$ cat config.mk
export PLATFORM = sky130hd
export DESIGN_NAME = user_request_if
export DESIGN_NICKNAME = d
export VERILOG_FILES = /design/src/rtl/user_request_if.sv
export SDC_FILE = /design/constraint.sdc
export NUM_CORES = 1
export LEC_CHECK = 0
export CAP_MARGIN = 20
export CORE_ASPECT_RATIO = 2
export CORE_MARGIN = 5
export CORE_UTILIZATION = 55
export CTS_CLUSTER_DIAMETER = 40
export DETAILED_ROUTE_END_ITERATION = 8
export PLACE_DENSITY = 0.77
export SETUP_SLACK_MARGIN = 0.15
export SYNTH_ARGS = -nofsm -noshare
export SYNTH_HDL_FRONTEND = slang
export SYNTH_SLANG_ARGS = --single-unit
$ cat constraint.sdc
create_clock -name clk -period 6.4 [get_ports clk]
set_clock_uncertainty 0.1 [all_clocks]
set_input_delay 0.64 -clock clk [delete_from_list [all_inputs] [get_ports clk]]
set_output_delay 0.64 -clock clk [all_outputs]
set_load 0.1 [all_outputs]
$ cat src/rtl/user_request_if.sv
// user_request_if
//   Front end between the user-facing sensors/buttons and the toilet
//   controller.  Every raw input is synchronized and debounced on the ce
//   sampling tick.  A request FSM handshakes presence/seat/spray with the
//   controller.  Configuration buttons toggle level bits while the
//   controller is idle.  Every output is registered.
//
// Ports
//   clk, reset (async, active-high), ce (sampling tick)
//   sns_user, sns_seat, btn_*      raw active-high inputs
//   stt_*                          controller status
//   reg_user_en, reg_toilet_using, reg_spray_en   request levels
//   reg_sp_dr_auto_en, reg_spray_mode,
//   reg_auto_dis_en, reg_de_ur                    configuration levels
//   err_req                        one-cycle pulse on a rejected press

// Per-channel 2-flop synchronizer plus tick-based debouncer.
module urq_deb #(
  parameter int DEB_TICKS = 20,
  parameter int CNT_W     = 5
) (
  input  logic clk,
  input  logic rst,
  input  logic ce,
  input  logic i_raw,
  output logic o_deb
);
  localparam logic [CNT_W-1:0] LIM = CNT_W'(DEB_TICKS);

  logic             r_meta, r_sync, r_deb;
  logic [CNT_W-1:0] r_cnt;
  logic [CNT_W-1:0] w_inc;

  assign w_inc = r_cnt + CNT_W'(1);

  always_ff @(posedge clk or posedge rst) begin
    if (rst) begin
      r_meta <= 1'b0;
      r_sync <= 1'b0;
      r_deb  <= 1'b0;
      r_cnt  <= '0;
    end else begin
      r_meta <= i_raw;
      r_sync <= r_meta;
      if (ce) begin
        // Any tick that sees agreement restarts the count, so only an
        // uninterrupted run of DEB_TICKS disagreeing ticks flips the level.
        if (r_sync == r_deb) begin
          r_cnt <= '0;
        end else if (w_inc == LIM) begin
          r_deb <= r_sync;
          r_cnt <= '0;
        end else begin
          r_cnt <= w_inc;
        end
      end
    end
  end

  assign o_deb = r_deb;
endmodule

module user_request_if #(
  parameter int DEB_TICKS = 20,
  parameter int CNT_W     = 5
) (
  input  logic clk,
  input  logic reset,
  input  logic ce,
  input  logic sns_user,
  input  logic sns_seat,
  input  logic btn_spray,
  input  logic btn_auto,
  input  logic btn_mode,
  input  logic btn_auto_dis,
  input  logic btn_de_ur,
  input  logic stt_ready,
  input  logic stt_using,
  input  logic stt_spraying,
  input  logic stt_drying,
  input  logic stt_discharge,
  output logic reg_user_en,
  output logic reg_toilet_using,
  output logic reg_spray_en,
  output logic reg_sp_dr_auto_en,
  output logic reg_spray_mode,
  output logic reg_auto_dis_en,
  output logic reg_de_ur,
  output logic err_req
);
  // Channel map: 0 user, 1 seat, 2 spray, 3 auto, 4 mode, 5 auto_dis, 6 de_ur
  localparam int NCH = 7;

  localparam logic [2:0] R_IDLE    = 3'd0;
  localparam logic [2:0] R_PRESENT = 3'd1;
  localparam logic [2:0] R_SEATED  = 3'd2;
  localparam logic [2:0] R_SPRAY   = 3'd3;
  localparam logic [2:0] R_DONE    = 3'd4;

  // Config bits {de_ur, auto_dis, mode, auto}
  localparam logic [3:0] CFG_RST = 4'b0101;

  logic [NCH-1:0] w_raw, w_deb, w_press;
  logic [NCH-1:0] r_deb_d;
  logic [2:0]     r_state, w_nxt;
  logic [3:0]     r_cfg;
  logic           r_user_en, r_toilet, r_spray_en, r_err;
  logic           w_busy, w_spray_press, w_cfg_any, w_err;

  assign w_raw = {btn_de_ur, btn_auto_dis, btn_mode, btn_auto,
                  btn_spray, sns_seat, sns_user};

  for (genvar g = 0; g < NCH; g++) begin : g_ch
    urq_deb #(.DEB_TICKS(DEB_TICKS), .CNT_W(CNT_W)) u_deb (
      .clk   (clk),
      .rst   (reset),
      .ce    (ce),
      .i_raw (w_raw[g]),
      .o_deb (w_deb[g])
    );
  end

  // Rising edge of the debounced level only; releases are silent.
  assign w_press       = w_deb & ~r_deb_d;
  assign w_spray_press = w_press[2];
  assign w_cfg_any     = |w_press[6:3];
  assign w_busy        = stt_spraying | stt_drying | stt_discharge;

  // Several rejected presses in one cycle still produce a single pulse.
  assign w_err = (w_spray_press && (r_state != R_SEATED)) ||
                 (w_cfg_any && w_busy);

  always_comb begin
    w_nxt = r_state;
    case (r_state)
      R_IDLE:    if (w_deb[0] && stt_ready) w_nxt = R_PRESENT;
      R_PRESENT: if (stt_using)             w_nxt = R_SEATED;
                 else if (!w_deb[0])        w_nxt = R_IDLE;
      R_SEATED:  if (w_spray_press)         w_nxt = R_SPRAY;
      R_SPRAY:   if (!stt_using)            w_nxt = R_DONE;
      R_DONE:    if (!w_deb[1] && stt_ready) w_nxt = R_IDLE;
      default:                              w_nxt = R_IDLE;
    endcase
  end

  // Request levels are decoded from the next state so they change on the
  // same edge as the state register.
  always_ff @(posedge clk or posedge reset) begin
    if (reset) begin
      r_state    <= R_IDLE;
      r_deb_d    <= '0;
      r_cfg      <= CFG_RST;
      r_user_en  <= 1'b0;
      r_toilet   <= 1'b0;
      r_spray_en <= 1'b0;
      r_err      <= 1'b0;
    end else begin
      r_state    <= w_nxt;
      r_deb_d    <= w_deb;
      r_user_en  <= (w_nxt == R_PRESENT);
      r_spray_en <= (w_nxt == R_SPRAY);
      r_toilet   <= w_deb[1];
      r_err      <= w_err;
      if (!w_busy) r_cfg <= r_cfg ^ w_press[6:3];
    end
  end

  assign reg_user_en       = r_user_en;
  assign reg_toilet_using  = r_toilet;
  assign reg_spray_en      = r_spray_en;
  assign reg_sp_dr_auto_en = r_cfg[0];
  assign reg_spray_mode    = r_cfg[1];
  assign reg_auto_dis_en   = r_cfg[2];
  assign reg_de_ur         = r_cfg[3];
  assign err_req           = r_err;
endmodule

Yosys cells after proc, flatten, opt, wreduce, memory -nomap -nowiden:

Cells that the tools add are included.

* add/subtract/negate cells: 7
* equality and inequality tests: 21
* reductions and logical operators: 15
* multiplexer cells: 21
* bitwise logic cells: 12

Operators with widths (number)
* two-way mux 5 bit: 14
* adder 5 x 1 -> 5 bit, second input constant: 7
* == test 5 bit, second input constant: 7
* AND reduction 3 bit: 7
* two-way mux 3 bit: 6
* case mux 3 bit (5 select lines): 1
* == test 3 x 2 -> 1 bit, second input constant: 3
* bitwise AND 7 bit: 1
* == test 1 bit: 7
* inverter 1 bit: 7
* inverter 7 bit: 1
* == test 3 x 1 -> 1 bit, second input constant: 2
* logical AND 1 bit: 4
* OR reduction 4 bit: 1
* XOR 4 bit: 1
* == test 3 bit, second input constant: 1
* logical NOT 3 bit: 1
* inequality test 3 x 2 -> 1 bit, second input constant: 1
* OR 1 bit: 2
* logical NOT 1 bit: 1
* logical OR 1 bit: 1

* word-level logic and storage cells: 111
* output and inout bits: 8
* bits of input ports: 15
* bits in registers: 74

Logic depth before layout (Yosys ltp):

* word-level depth: 5
* depth in mapped cells: 4
* gate-level depth less buffers: 4

Modules after synthesis:

Synthesis repeated with hierarchy kept, for this count alone.

* cell total of the unflattened synthesis: 295
* area total of the unflattened synthesis: 3424.5 µm²

Modules (own cells, without submodules)
* urq_deb: sequential area each 200.2 µm², cells each 35, instances 7, area an instance 402.9 µm²
* user_request_if: sequential area each 402.9 µm², cells each 50, instances 1, area an instance 604.3 µm²

Worst setup path after synthesis:

No wires, ideal clock.

* path type: register -> output
* start point: reg r_cfg[3]
* end point: out reg_de_ur
* arrival: 0.911 ns
* cell stages (with the launch flop): 1
* path buffers: 0
* slack: 4.749 ns
* cell sequence: dfrtp_1

RTL lines
* from (decl): RTL line 106 `logic [3:0] r_cfg;`
* from (signal assigned): RTL line 164 `if (!w_busy) r_cfg <= r_cfg ^ w_press[6:3];`
* to (decl): RTL line 88 `output logic reg_de_ur,`

No word-level cell between the ends.

Final worst setup path:

* start point: reg r_cfg[2]
* end point: out reg_auto_dis_en

RTL lines
* to (decl): RTL line 87 `output logic reg_auto_dis_en,`

No word-level cell between the ends.

==> reports/metrics.yaml <==
io_pins: 23
syn_inst: 280
synthAdderAreaFrac: 0.0264
die-area_sq_mm: 0.00779
synth_top_area_share: 0.527
worstHoldPathCells: 0
clkLatencyLatePin_ps: 330
regArea_sq_mm: 0.00180
whs_endpoint: "g_ch[2].u_deb.r_sync"
vias: 2268
synth_cell_types: 42
crit_required_ps: 5660
period_share: 0.428
powerDensity_mw_per_mm2: 435
worst_slew_pin_slew_ps: 977
arrival_ps: 2000
grt_pass1_wl_mm: 10.5
post-cts-setup-buffers: 0
filler_cell_count: 427
worstHoldStart: "g_ch[2].u_deb.r_meta"
crit_chain: "clkdlybuf4s50_1"
antenna_left: 0
gp_congestion: 0.786
rr_startpoint: "g_ch[0].u_deb.r_cnt[0]"
worstSetupPathType: "reg2out"
cts.clk_slew.worst_paths_ps: 60
fin_setup_tns_ps: 0
core_area_sq_mm: 0.00596
muxShareOfSynthArea: 0.0441
yosys_warnings: 0
drive_above_1_share: 0.146
ctsResizeCount: 0
detail_route.vias_per_cell: 6.02
ir_drop_mv: 0.286
ys_seq_area_frac: 0.543
io_buffers: 22
maxSlewHeadroom: 0.347
area_delta_synth_final_pct: 18.4
cts_buffer_depth: 2
period_minus_slack_ps: 2740
worstPathMaxFanout: 2
row_count: 40
cts_tree: "yes"
synth_fp_nets: 302
multi_input_area_sq_mm: 0.00143
die_y_microns: 120
setup_violations: 0
worst-path-buf-inv: 1
synth_compound_area_frac: 0.141
root_buffer: "clkbuf_16"
gr-usage-all-layers: 0.174
synth_xor_area_frac: 0.0463
regToRegSetupSlack_ps: 4840
cts_hold_buf: 0
grt_max_degree: 73
wl_per_cell_microns: 16.1
hold_path_class: "reg2reg"
dp_hpwl_mm: 4.09
r2r-end: "g_ch[0].u_deb.o_deb"
drv_cap: 0
dieWidth_microns: 65.0
worstSetupEndpointType: "output pin"
drc: 0
start_util: 0.558
totalWireLength_mm: 6.09
final_hold_viol_count: 0
nets: 331
netlist_area_sq_mm: 0.00332
synth-seq-cells: 72
overflow: 0
fmaxAchievable_mhz: 365
critPathMaxStageDelay_ps: 1130
dr.pass1.iters: 4
startpoint_type: "register"
synth_top_area_cell: "dfrtp_1"
cp_top_family: "buffers and inverters"
avgSynthCellArea_sq_um: 11.9
holdWs_ps: 246
cts_buffers: 9
yosys.area_share.simple: 0.174
synth_area_leaders: "dfrtp_1 (53%), mux2_2 (4.4%), nor2b_1 (4.1%)"
slew_viol_final: 0
cts_sinks: 72
antenna_cells: 0
cts_htree_levels: 3
synth_top_family_by_area: "simple AND/OR/NAND/NOR gates"
cellLeakagePower_nw: 1.76
crit_slowest_cell: "clkdlybuf4s50_1"
antenna_found_initial: 0
grt_pass1_vias: 2295
rsz0062_at_grt: "false"
drt-initial-drc-count: 155
status: "completed"
reg2regPathDepth: 4
[layer usage]
| metal | track usage | share of wire | vias up |
|---|---|---|---|
| li1 | - | - | 1086 |
| met1 | 0.194 | 0.41 | 1146 |
| met2 | 0.304 | 0.55 | 28 |
| met3 | 0.0375 | 0.025 | 8 |
| met4 | 0.0861 | 0.017 | 0 |
| met5 | 0 | 0 | - |
[logic make-up (layout without fill, tap and decap cells)]
group,count (synthesis),count (layout)
simple gates,92,92
flops,72,72
compound gates,63,63
buf+inv,18,52
xor+xnor,15,15
mux,13,13
fa+ha+maj,7,7
[how the worst max path moves through the flow]
stage                   from                endpoint  slack [ps]  cells past startpoint
detailed placement        ce  g_ch[0].u_deb.r_cnt[4]        3880                      5
floorplan              reset                 err_req        3840                      1
finish              r_cfg[2]         reg_auto_dis_en        3660                      1
global placement          ce  g_ch[0].u_deb.r_cnt[4]        3940                      5
CTS                 r_cfg[2]         reg_auto_dis_en        3640                      1
global route        r_cfg[2]         reg_auto_dis_en        3630                      1
[metrics by stage]
stage / instances / worst slack [ps] / instance area [sq um] / util / power (mW)
5_1_grt: 377 / 3630 / 3930 / 0.661 / 1.80
4_1_cts: 377 / 3640 / 3930 / 0.661 / 1.72
2_1_floorplan: 280 / 3840 / 3320 / - / 1.03
3_3_place_gp: 361 / 3940 / 3600 / 0.604 / 1.13
3_5_place_dp: 361 / 3880 / 3600 / 0.604 / 1.16
6_report: 377 / 3660 / 3930 / 0.661 / 1.71
[cells in the mapped netlist (all sizes together)]
cell type,n
o221ai,6
nor2,7
o211ai,3
clkbuf,1
and4b,6
a21boi,1
and3,6
dfrtp,70
or3b,2
buf,5
a21oi,2
o2bb2ai,6
nand3,1
xnor2,12
o21bai,1
ha,7
nand2b,7
and4bb,7
a221o,1
nor3,10
inv,12
a32o,7
o21ai,22
a21o,1
a22o,9
nand2,18
dfstp,2
mux2,13
xor2,3
nor2b,22
nor3b,3
nor4,1
a2111oi,1
nand3b,1
a211o,3
nor4b,1
[power breakdown]
| part | leakage [nW] | internal [mW] | switching (mW) |
|---|---|---|---|
| Clock | 0.162 | 0.379 | 0.185 |
| Sequential | 0.941 | 0.574 | 0.109 |
| Combinational | 0.652 | 0.189 | 0.274 |
[final cells by class]
| class | instances | area share |
|---|---|---|
| clock buffer | 10 | 0.0582 |
| multi-input combinational | 190 | 0.365 |
| tap | 63 | 0.0200 |
| inverter | 12 | 0.0115 |
| clock inverter | 6 | 0.0274 |
| timing repair buffer | 24 | 0.0598 |
| sequential | 72 | 0.459 |
[state kept, by name, summed over array words and instances, names as in the netlist]
name	count
g_ch.u_deb.r_cnt	35
g_ch.u_deb.o_deb	7
g_ch.u_deb.r_meta	7
g_ch.u_deb.r_sync	7
r_deb_d	6
r_cfg	4
r_state	3
err_req	1
reg_spray_en	1
reg_user_en	1
[layout by cell type, fill, tap and decap left out, types with 6 or more instances in the layout]
cell / count
nand2_1: 18
clkdlybuf4s50_1: 22
mux2_2: 13
o21ai_0: 19
and4bb_2: 7
o2bb2ai_1: 6
xnor2_1: 9
dfrtp_1: 70
nor2b_1: 22
ha_1: 7
clkbuf_16: 9
inv_1: 10
o221ai_1: 6
a22o_1: 9
nor3_1: 10
and4b_1: 6
a32o_1: 7
nor2_1: 7
nand2b_1: 7
and3_1: 6
(Power assumes the default switching activity.)
